$ cat src/rtl/symbol_modulator.sv
`default_nettype none
// ============================================================================
// Module      : symbol_modulator
// Description : Serialises DATA_W-bit words MSB-first and keys the 8-bit DDS
//               carrier (Magnitude) with each bit for SAMPLES_PER_BIT clocks.
//               Keying is OOK (bit 0 -> IDLE_LEVEL) or BPSK (bit 0 ->
//               inverted carrier), selected per word by 'mode'.
// Revision    : 1.0 - initial release
// ----------------------------------------------------------------------------
// Ports
//   clk         in   1       system clock, rising edge
//   rst         in   1       synchronous active-high reset
//   Magnitude   in   8       DDS carrier sample, unsigned offset-binary
//   mode        in   1       0=OOK, 1=BPSK, captured when a word is accepted
//   data_in     in   DATA_W  word to transmit
//   data_valid  in   1       data_in valid
//   data_ready  out  1       idle, a word can be accepted this cycle
//   mod_out     out  8       modulated sample (registered)
//   bit_out     out  1       bit currently keying mod_out
//   busy        out  1       a word is being transmitted
//   frame_done  out  1       one-cycle pulse with the last sample of a word
// Configuration
//   SYMMOD_PARITY_EN : when defined, an even-parity bit (XOR of data_in) is
//                      sent after the LSB, lengthening each frame by one bit.
// ============================================================================
module symbol_modulator #(
    parameter int         DATA_W          = 8,
    parameter int         SAMPLES_PER_BIT = 16,
    parameter logic [7:0] IDLE_LEVEL      = 8'd128
) (
    input  logic              clk,
    input  logic              rst,
    input  logic [7:0]        Magnitude,
    input  logic              mode,
    input  logic [DATA_W-1:0] data_in,
    input  logic              data_valid,
    output logic              data_ready,
    output logic [7:0]        mod_out,
    output logic              bit_out,
    output logic              busy,
    output logic              frame_done
);

`ifdef SYMMOD_PARITY_EN
    localparam int NBITS = DATA_W + 1;
`else
    localparam int NBITS = DATA_W;
`endif

    // Sample counter runs SAMPLES_PER_BIT-1 .. 0; keep at least one bit wide
    // so the SAMPLES_PER_BIT=1 build still elaborates (counter stays at 0).
    localparam int CNT_W = (SAMPLES_PER_BIT > 1) ? $clog2(SAMPLES_PER_BIT) : 1;
    localparam int BL_W  = $clog2(NBITS + 1);

    localparam logic [CNT_W-1:0] C_SAMP_RELOAD = CNT_W'(SAMPLES_PER_BIT - 1);
    localparam logic [CNT_W-1:0] C_SAMP_ONE    = CNT_W'(1);
    localparam logic [BL_W-1:0]  C_NBITS       = BL_W'(NBITS);
    localparam logic [BL_W-1:0]  C_BL_ONE      = BL_W'(1);

    localparam logic [0:0] S_IDLE = 1'b0;
    localparam logic [0:0] S_SEND = 1'b1;

    logic [0:0]       r_state;
    logic [0:0]       w_state_nxt;
    logic [NBITS-1:0] r_shreg;
    logic             r_mode_q;
    logic [BL_W-1:0]  r_bits_left;
    logic [CNT_W-1:0] r_samp_cnt;

    logic             w_accept;
    logic             w_sending;
    logic             w_last;
    logic             w_cur_bit;
    logic [NBITS-1:0] w_load_word;

    assign w_sending  = (r_state == S_SEND);
    assign w_accept   = data_valid && (r_state == S_IDLE);
    // Final sample of the final bit: frame ends on this clock edge.
    assign w_last     = w_sending && (r_samp_cnt == '0) && (r_bits_left == C_BL_ONE);
    assign w_cur_bit  = r_shreg[NBITS-1];

    assign data_ready = (r_state == S_IDLE);
    assign busy       = w_sending;

`ifdef SYMMOD_PARITY_EN
    // Parity bit sits below the LSB so it is shifted out last.
    assign w_load_word = {data_in, ^data_in};
`else
    assign w_load_word = data_in;
`endif

    // ------------------------------------------------------------------
    // FSM state register
    // ------------------------------------------------------------------
    always_ff @(posedge clk) begin
        if (rst) begin
            r_state <= S_IDLE;
        end else begin
            r_state <= w_state_nxt;
        end
    end

    // ------------------------------------------------------------------
    // FSM next-state logic
    // ------------------------------------------------------------------
    always_comb begin
        w_state_nxt = r_state;
        case (r_state)
            S_IDLE:  if (w_accept) w_state_nxt = S_SEND;
            S_SEND:  if (w_last)   w_state_nxt = S_IDLE;
            default: w_state_nxt = S_IDLE;
        endcase
    end

    // ------------------------------------------------------------------
    // Bit serialiser and sample timing
    // ------------------------------------------------------------------
    always_ff @(posedge clk) begin
        if (rst) begin
            r_shreg     <= '0;
            r_mode_q    <= 1'b0;
            r_bits_left <= '0;
            r_samp_cnt  <= '0;
        end else if (w_accept) begin
            r_shreg     <= w_load_word;
            r_mode_q    <= mode;
            r_bits_left <= C_NBITS;
            r_samp_cnt  <= C_SAMP_RELOAD;
        end else if (w_sending) begin
            if (r_samp_cnt != '0) begin
                r_samp_cnt <= r_samp_cnt - C_SAMP_ONE;
            end else if (!w_last) begin
                r_shreg     <= r_shreg << 1;
                r_bits_left <= r_bits_left - C_BL_ONE;
                r_samp_cnt  <= C_SAMP_RELOAD;
            end
        end
    end

    // ------------------------------------------------------------------
    // Output sample register: one clock from Magnitude to mod_out.
    // In BPSK a 0 bit uses the bitwise inverse, i.e. 255-Magnitude, which
    // mirrors the carrier around the offset-binary midpoint.
    // ------------------------------------------------------------------
    always_ff @(posedge clk) begin
        if (rst) begin
            mod_out    <= IDLE_LEVEL;
            bit_out    <= 1'b0;
            frame_done <= 1'b0;
        end else begin
            frame_done <= w_last;
            bit_out    <= w_sending && w_cur_bit;
            if (!w_sending) begin
                mod_out <= IDLE_LEVEL;
            end else if (w_cur_bit) begin
                mod_out <= Magnitude;
            end else if (r_mode_q) begin
                mod_out <= ~Magnitude;
            end else begin
                mod_out <= IDLE_LEVEL;
            end
        end
    end

endmodule
`default_nettype wire
$ cat config.mk
export PLATFORM = sky130hd
export DESIGN_NAME = symbol_modulator
export DESIGN_NICKNAME = d
export VERILOG_FILES = /design/src/rtl/symbol_modulator.sv
export SDC_FILE = /design/constraint.sdc
export NUM_CORES = 1
export LEC_CHECK = 0
export ABC_AREA = 0
export CAP_MARGIN = 20
export CORE_MARGIN = 4
export CORE_UTILIZATION = 45
export CTS_CLUSTER_DIAMETER = 120
export DETAILED_ROUTE_END_ITERATION = 10
export GPL_TIMING_DRIVEN = 0
export PLACE_DENSITY = 0.74
export SYNTH_ARGS = -nofsm -noshare
export SYNTH_HDL_FRONTEND = slang
export SYNTH_SLANG_ARGS = --single-unit
$ cat constraint.sdc
create_clock -name clk -period 2 [get_ports clk]
set_input_delay 0.3 -clock clk [delete_from_list [all_inputs] [get_ports clk]]
set_output_delay 0.3 -clock clk [all_outputs]
set_load 0.05 [all_outputs]
==> reports/metrics.csv <==
metric,value,unit
final setup vio count,0,
initial drt markers,34,
relative slew slack,66.0,%
CP bufs+invs,1,
Total Nets Final,199,
die height,61.5,microns
"Top FF cell, synth",dfxtp_1,
antenna cells,0,
fin crit share,92.4,%
worst setup path category,register to primary output,
met1 WL,1160,microns
I/O Pins,32,
DRC,0,
clk buf depth,2,
die width,61.5,microns
DR pass1 iterations,4,
Critical Path Source Type,register,
"Seq/Total Area, Yosys",43.5,%
Critical Path RT,1700,ps
Post-Syn Area per Cell,9.15,sq um
vias in the first global route,1084,
max-cap violation count,0,
"most common cell after layout, fill and taps aside",clkdlybuf4s50_1,
Crit. End Element,primary output,
Worst-path clk slew,140,ps
PwrDens,659,nW/um^2
CP max-delay cell,clkdlybuf4s50_1,
Final Hold Viols,0,
Fill cells,275,
Sum Neg Setup Slack,0,ps
WL per Instance,13.4,microns
total CTS buffers,3,
fin crit period,1850,ps
"antenna viol nets, final",0,
most frequent cells in the layout,"clkdlybuf4s50_1, dfxtp_1, nor2_1",
area of the multi-input gates,653,sq um
CTS resizes,1,
worst-skew pair later-pin latency,320,ps
Post-Syn Instances,141,
H-tree depth,1,
Vias,1113,
Post-synth EDFFs,0,
critical path arrival,1550,ps
Fmax,0.541,GHz
Global Route Usage Sum,15.7,%
row count,19,
largest net degree at the start of global routing,15,
Core Region,2760,sq um
number of vias per cell,5.43,
die area,3790,sq um
Reg area,561,sq um
first-pass GRT wire length,4540,microns
CP top delay family,buffers and inverters,
DR WL met3,247,microns
cts hold-fix bufs,0,
#FFs+latches synth,28,
Final Wtd Congestion,0.779,
P_leak,0.619,nW
post-synthesis cell type count,35,
Netlist Area Pre-Place,1290,sq um
critical-path cell list,clkdlybuf4s50_1,
Max Transition Viols Final,0,
"IR drop worst, VDD",0.369,mV
Post-CTS Setup Inserts,0,
Detailed Place HPWL,2100,microns
Initial Utilization,46.8,%
Worst Hold Class,register to register,
GR Overflow Total,0,
WL met2,1300,microns
syn nets,164,
initial antenna violation count,0,
highest metal used,met4,
share of cells above drive strength 1,11.5,%
Tightest Pin Transition,508,ps
RSZ-0062 raised after global routing,no,
Layout area overhead,27.9,%
status,finished clean,
CP max FO,4,
clock skew,1.85,ps
CTS tree,built,
total wire length,2760,microns
number of port buffers,30,
Util after Layout,59.8,%
Synth warnings,0,
CTS root buffer,clkbuf_4,
clk sinks,28,
max incr delay on CP,820,ps
asr flop ratio synth,0,%
## worst paths after layout
kind                                                  from                          to  slack (ps)  cells after the start
worst max-delay path                       busy$_SDFF_PP0_                        busy         150                      1
worst min-delay path                 r_mode_q$_SDFFE_PP0P_       r_mode_q$_SDFFE_PP0P_         460                      2
worst max register to register  r_samp_cnt[0]$_SDFFE_PP0P_  r_samp_cnt[1]$_SDFFE_PP0P_         260                      7
worst min register to register       r_mode_q$_SDFFE_PP0P_       r_mode_q$_SDFFE_PP0P_         460                      2
## registers in the layout (all words and copies together) (netlist names)
name / cells
r_samp_cnt: 4
r_bits_left: 4
frame_done: 1
r_shreg: 8
busy: 1
r_mode_q: 1
bit_out: 1
mod_out: 8
## metrics by stage
step                      cells  setup WS [ps]  area (sq um)  hold slack, ps  total power [mW]
after floorplan             141            331          1290             432             0.790
after global placement      202           86.5          1630             439             0.865
after detailed placement    202           45.9          1630             442             0.874
after CTS                   205            132          1650             461              1.10
after global routing        205           89.0          1650             489              1.14
final                       205            153          1650             458              1.09
## logic make-up after synthesis
kind of cell,count (synthesis),share of synthesized area (%)
AO/OA/AOI/OAI,25,17.2
adder cells (fa/ha/maj),3,2.91
buffers and inverters,18,5.92
flip-flops,28,43.5
multiplexers,9,7.08
AND/OR/NAND/NOR,58,23.5
## cell type report
cell class | instances | area share, %
inverters | 7 | 1.59
clock buffers | 3 | 1.36
flip-flops and latches | 28 | 34.0
multi-input cells | 95 | 39.6
plain buffers | 11 | 3.03
repair buffers | 30 | 18.1
well taps | 31 | 2.35
## synth_stat cells, drive strengths merged (2+ instances only)
cell     number  share of area, %
a21oi         4               1.6
ha            3               2.9
a2111oi       7               8.1
a211oi        3               1.7
nand2b        5               3.0
or3           3               1.5
dfxtp        28                43
or4           2               1.2
nor2         26               7.6
clkbuf        5               1.5
nor3b         2               1.6
nor3          9               3.5
nor2b         2              0.97
mux2i         8               6.2
inv           7               2.0
o21ai         4               1.6
a221oi        2               1.4
buf           6               2.4
nand2         3              0.87
## power breakdown
group          leakage [nW]  internal (mW)  switching, mW
logic                 0.376          0.115          0.128
clock network        0.0138         0.0706          0.158
registers             0.230          0.594         0.0228
total                 0.619          0.780          0.309
## layer usage
layer | vias to the layer above | global-route usage, %
met1 | 495 | 18.6
met3 | 9 | 2.73
met4 | 0 | 5.76
met5 | - | 0
met2 | 44 | 28.1
li1 | 565 | -
Note: power is estimated with default switching activity, not from simulation.
